## config.mk

```make
export PLATFORM = sky130hd
export DESIGN_NAME = led_seq_ctrl
export DESIGN_NICKNAME = d
export VERILOG_FILES = /design/src/rtl/led_seq_ctrl.sv
export SDC_FILE = /design/constraint.sdc
export NUM_CORES = 1
export LEC_CHECK = 0
export BUFFER_PORTS_ARGS = -buffer_cell sky130_fd_sc_hd__buf_2
export CORE_UTILIZATION = 40
export CTS_CLUSTER_DIAMETER = 40
export DETAILED_ROUTE_END_ITERATION = 8
export PLACE_DENSITY = 0.64
export SETUP_SLACK_MARGIN = 0.5
export SYNTH_ARGS = -nofsm -noshare
export SYNTH_HDL_FRONTEND = slang
export SYNTH_SLANG_ARGS = --single-unit
export TNS_END_PERCENT = 10
```

## constraint.sdc

```tcl
create_clock -name CLK -period 3 [get_ports CLK]
set_input_delay 0.3 -clock CLK [delete_from_list [all_inputs] [get_ports CLK]]
set_output_delay 0.3 -clock CLK [all_outputs]
set_load 0.02 [all_outputs]
```

## src/rtl/led_seq_ctrl.sv

```systemverilog
// led_seq_ctrl: blinks ULED with CMD_NUM blinks of CMD_ON/CMD_OFF ticks; DONE pulses NUM*(ON+OFF)*PRESCALE cycles after accept.
// Single command in flight: CMD_READY is low from accept until the cycle after DONE. `define LED_SEQ_ABORT_EN adds an ABORT input.
module led_seq_ctrl #(
   parameter int PRESCALE = 4,
   parameter int CNT_W    = 8,
   parameter int NUM_W    = 4
) (
   input  logic             CLK,
   input  logic             RST,
   input  logic             CMD_VALID,
   output logic             CMD_READY,
   input  logic [CNT_W-1:0] CMD_ON,
   input  logic [CNT_W-1:0] CMD_OFF,
   input  logic [NUM_W-1:0] CMD_NUM,
`ifdef LED_SEQ_ABORT_EN
   input  logic             ABORT,
`endif
   output logic             ULED,
   output logic             BUSY,
   output logic             DONE
);
   localparam int PSC_W = (PRESCALE > 1) ? $clog2(PRESCALE) : 1;
   localparam logic [PSC_W-1:0] PSC_MAX = PSC_W'(PRESCALE - 1);

   typedef enum logic [1:0] {S_IDLE, S_ON, S_OFF, S_FIN} state_t;

   state_t           state_q, state_d;
   logic             uled_q, uled_d;
   logic             done_q, done_d;
   logic             rdy_q, rdy_d;
   logic [CNT_W-1:0] on_q, on_d;
   logic [CNT_W-1:0] off_q, off_d;
   logic [CNT_W-1:0] ph_q, ph_d;
   logic [NUM_W-1:0] rem_q, rem_d;
   logic [PSC_W-1:0] psc_q, psc_d;
   logic [CNT_W-1:0] ph_inc;
   logic             tick;
   logic             accept;
   logic             abort;

   always_comb begin
`ifdef LED_SEQ_ABORT_EN
      abort = ABORT;
`else
      abort = 1'b0;
`endif
      tick    = (psc_q == PSC_MAX);
      accept  = CMD_VALID && rdy_q;
      ph_inc  = ph_q + 1'b1;
      state_d = state_q;
      uled_d  = uled_q;
      done_d  = 1'b0;
      rdy_d   = rdy_q;
      on_d    = on_q;
      off_d   = off_q;
      ph_d    = ph_q;
      rem_d   = rem_q;
      psc_d   = psc_q;

      case (state_q)
         S_IDLE: begin
            rdy_d = 1'b1;
            if (accept) begin
               rdy_d = 1'b0;
               on_d  = CMD_ON;
               off_d = CMD_OFF;
               rem_d = CMD_NUM;
               psc_d = '0;
               ph_d  = '0;
               if (CMD_NUM == '0 || CMD_ON == '0) begin
                  state_d = S_FIN;
                  done_d  = 1'b1;
               end else begin
                  state_d = S_ON;
                  uled_d  = 1'b1;
               end
            end
         end
         S_ON: begin
            psc_d = tick ? '0 : psc_q + 1'b1;
            if (tick) ph_d = ph_inc;
            if (abort) begin
               state_d = S_FIN;
               uled_d  = 1'b0;
               done_d  = 1'b1;
            end else if (tick && ph_inc == on_q) begin
               ph_d  = '0;
               rem_d = rem_q - 1'b1;
               if (off_q != '0) begin
                  state_d = S_OFF;
                  uled_d  = 1'b0;
               end else if (rem_q == NUM_W'(1)) begin
                  state_d = S_FIN;
                  uled_d  = 1'b0;
                  done_d  = 1'b1;
               end
               // zero off-time with blinks left: stay ON so the LED does not glitch low
            end
         end
         S_OFF: begin
            psc_d = tick ? '0 : psc_q + 1'b1;
            if (tick) ph_d = ph_inc;
            if (abort) begin
               state_d = S_FIN;
               done_d  = 1'b1;
            end else if (tick && ph_inc == off_q) begin
               ph_d = '0;
               if (rem_q != '0) begin
                  state_d = S_ON;
                  uled_d  = 1'b1;
               end else begin
                  state_d = S_FIN;
                  done_d  = 1'b1;
               end
            end
         end
         S_FIN: begin
            state_d = S_IDLE;
            rdy_d   = 1'b1;
            psc_d   = '0;
            ph_d    = '0;
         end
         default: state_d = S_IDLE;
      endcase
   end

   always_ff @(posedge CLK or negedge RST) begin
      if (!RST) begin
         state_q <= S_IDLE;
         uled_q  <= 1'b0;
         done_q  <= 1'b0;
         rdy_q   <= 1'b0;
         on_q    <= '0;
         off_q   <= '0;
         ph_q    <= '0;
         rem_q   <= '0;
         psc_q   <= '0;
      end else begin
         state_q <= state_d;
         uled_q  <= uled_d;
         done_q  <= done_d;
         rdy_q   <= rdy_d;
         on_q    <= on_d;
         off_q   <= off_d;
         ph_q    <= ph_d;
         rem_q   <= rem_d;
         psc_q   <= psc_d;
      end
   end

   assign ULED      = uled_q;
   assign DONE      = done_q;
   assign CMD_READY = rdy_q;
   assign BUSY      = (state_q != S_IDLE);

endmodule

```

==> results.py <==
metrics = {
    "cts": {
        "clock_latency_ns": 0.29,
        "numClockSinks": 35,
        "path_clk_slew_ns": 0.08,
        "cts_root_buf": "clkbuf_8",
        "cts-buffers-inserted": 5,
        "postCtsHoldBufs": 0,
        "clock_path_buffers": 2,
        "cts.htree.levels": 2,
        "cts_tree": "built",
    },
    "logic_synthesis": {
        "synth_cell_types": 56,
        "synth_top_cell_area_share_pct": 37.3,
        "async_reset_ff_share_pct": 100,
        "synth_fp_nets": 273,
        "synth_edf_count": 0,
        "yosys-top-cells-count": "35 x dfrtp_1, 23 x nand2_1, 16 x mux2_2",
        "synth-main-ff-cell": "dfrtp_1",
        "yosysTopAreaCell": "dfrtp_1",
        "yosysWarnings": 0,
        "synth_area_leaders": "dfrtp_1 37%, mux2_2 7.7%, ha_1 4.8%, nand2_1 3.7%, xnor2_1 3.4%",
        "syn_area_per_cell_um2": 9.74,
        "synth-seq-cells": 35,
        "seq_area_frac_synth_pct": 37.3,
        "synth_area_um2": 2350,
        "synthCells": 241,
        "yosysMostFrequentCell": "dfrtp_1",
    },
    "route": {
        "viasPerCell": 5.68,
        "drc": 0,
        "drt-wirelength-per-cell_um": 16.1,
        "first_pass_iters": 4,
        "antenna_left": 0,
        "drtIter0Drc": 171,
        "totalWireLength_mm": 5.51,
        "vias": 1944,
    },
    "sta": {
        "hold_viol": 0,
        "clock_skew_ns": 0.00772,
        "period_share_pct": 80.5,
        "tns_ns": 0,
        "fmaxAchievable_mhz": 414,
        "setup_violations": 0,
        "whs_ns": 0.0987,
        "slew_headroom_pct": 45.2,
        "worst_slew_pin_slew_ns": 0.819,
        "fin_crit_ns": 2.42,
        "rsz0062_at_grt": "no",
        "slew_viol_final": 0,
        "layout_setup_ws_ns": 0.584,
    },
    "global_route": {
        "grt-ovfl-total": 0,
        "grt_pass1_vias": 1837,
        "grt_pass1_wl_mm": 9.15,
        "met2_usage_pct": 29.0,
        "antenna_found_initial": 0,
        "met3_usage_pct": 3.95,
        "gr-max-usage-layer": "met2",
        "grt_max_degree": 36,
        "grt_usage_pct": 19.0,
        "gr-usage-met1_pct": 26.8,
    },
    "power_and_ir_drop": {
        "power.internal_uw": 814,
        "comb_power_share_pct": 2.9,
        "clkPwrFrac_pct": 50.5,
        "power_frac_seq_pct": 46.6,
        "p_sw_share_pct": 19.5,
        "ir_drop_mv": 0.175,
        "p_leak_nw": 1.17,
        "p_sw_uw": 197,
        "post-layout-total-power_mw": 1.01,
        "power.density_nw_per_um2": 371,
    },
    "layout": {
        "antenna_cells": 0,
        "instances_no_fill": 342,
        "fin_nets": 301,
        "syn2layout_area_growth_pct": 16.0,
        "drive_gt1_share_pct": 30.0,
    },
    "setup_path": {
        "crit_path_end_kind": "flip-flop",
        "worstSetupPathType": "reg2reg",
        "worstPathArrival_ns": 2.59,
        "cp.required_ns": 3.18,
        "start_kind": "flip-flop",
        "critPathMaxFanout": 8,
    },
    "flow_run": {
        "cap_violations": 0,
    },
    "placed_design": {
        "post-place-ws_ns": 0.282,
        "dpl.cell_count": 332,
        "port_buffers": 26,
        "hpwl_mm": 3.98,
        "place_congestion": 0.844,
    },
    "floorplan": {
        "die_y_um": 78.6,
        "core-area_um2": 5570,
        "die-area_um2": 6180,
        "fp.dieW_um": 78.6,
        "rows": 27,
        "initial_core_util_pct": 42.1,
        "ios": 27,
    },
    "run_status": {
        "status": "complete, no violations",
    },
    "hold_path": {
        "hp-class": "in2async",
    },
}
==> placed cells by master, fill, tap and decap left out, drive strengths merged, types with 2 or more instances in the layout <==
master / n
nand4: 3
o311a: 2
mux2: 17
clkbuf: 5
o21a: 3
buf: 34
ha: 9
o2111ai: 5
and2: 2
o21ai: 7
and3: 6
nor3: 9
xnor2: 10
nand2: 24
or2: 2
o31ai: 2
a21boi: 2
o211ai: 6
nor2: 13
nand2b: 3
o221ai: 3
dfrtp: 35
nor3b: 3
nor4: 7
xnor3: 2
nand3: 11
bufinv: 2
xor2: 7
a21oi: 13
inv: 9
==> metrics by stage <==
stage / cell area (µm²) / utilization (%)
6_report: 2720 / 48.9
5_1_grt: 2720 / 48.9
4_1_cts: 2700 / 48.4
3_5_place_dp: 2540 / 45.6
3_3_place_gp: 2540 / 45.6
2_1_floorplan: 2350 / -
==> cell families after synthesis <==
| kind of cell | count (synthesis) | synth area share (%) |
|---|---|---|
| buffers and inverters | 23 | 4.69 |
| muxes | 18 | 8.58 |
| and+or+nand+nor | 86 | 19.8 |
| xor gates and xnor gates | 19 | 8.58 |
| adders and majority gates | 9 | 4.80 |
| AOI/OAI and AO/OA | 51 | 16.3 |
| DFF | 35 | 37.3 |
==> critical path, stage by stage, from the launching register on <==
cell and delay (ns):
dfrtp_2 0.41, ha_4 0.20, nand3_1 0.12, o211a_1 0.23
nor4_1 0.27, o211ai_1 0.16, o21a_2 0.31, nor3b_2 0.25
mux2_1 0.35
==> what timing repair did <==
item,in CTS,in global routing
pin swaps,0,1
endpoints found under the setup margin,10,5
gates resized for setup,6,4
buffers inserted,0,2
==> power groups by stage <==
| stage | clock (mW) | sequential (mW) | combinational (mW) |
|---|---|---|---|
| after floorplan | 0 | 0.481 | 0.00243 |
| after global placement | 0 | 0.481 | 0.0294 |
| after detailed placement | 0 | 0.481 | 0.0296 |
| after CTS | 0.527 | 0.471 | 0.0298 |
| after global routing | 0.547 | 0.471 | 0.0330 |
| final | 0.510 | 0.471 | 0.0292 |
==> final timing paths <==
check,from,to,slack [ns],cells past startpoint
setup / recovery,ph_q[1],state_q[1],0.58,8
hold / removal,RST,rem_q[0],0.1,1
setup reg to reg,ph_q[1],state_q[1],0.58,8
hold reg to reg,psc_q[1],psc_q[1],0.49,2
max in group asynchronous,RST,ph_q[5],2.34,1
min in group CLK,CMD_OFF[3],off_q[3],0.24,2
==> registers in the layout, summed over array words and instances (netlist names) <==
register / cells
ph_q: 8
on_q: 8
CMD_READY: 1
DONE: 1
ULED: 1
state_q: 2
off_q: 8
rem_q: 4
psc_q: 2
==> routing by layer <==
metal | wire [µm] | share of wire [%]
met5 | 0 | 0
met4 | 107 | 1.9
met3 | 324 | 5.9
met2 | 2510 | 46
met1 | 2570 | 47
==> area by class of cell <==
| class | count | area [µm²] |
|---|---|---|
| clock buffer | 5 | 68.8 |
| clock inverter | 3 | 67.6 |
| fill | 516 | 2850 |
| inverter | 10 | 37.5 |
| multi-input combinational | 183 | 1390 |
| sequential | 35 | 881 |
| tap | 72 | 90.1 |
| timing repair buffer | 34 | 190 |
No activity file was read; power rests on OpenSTA's default activity.
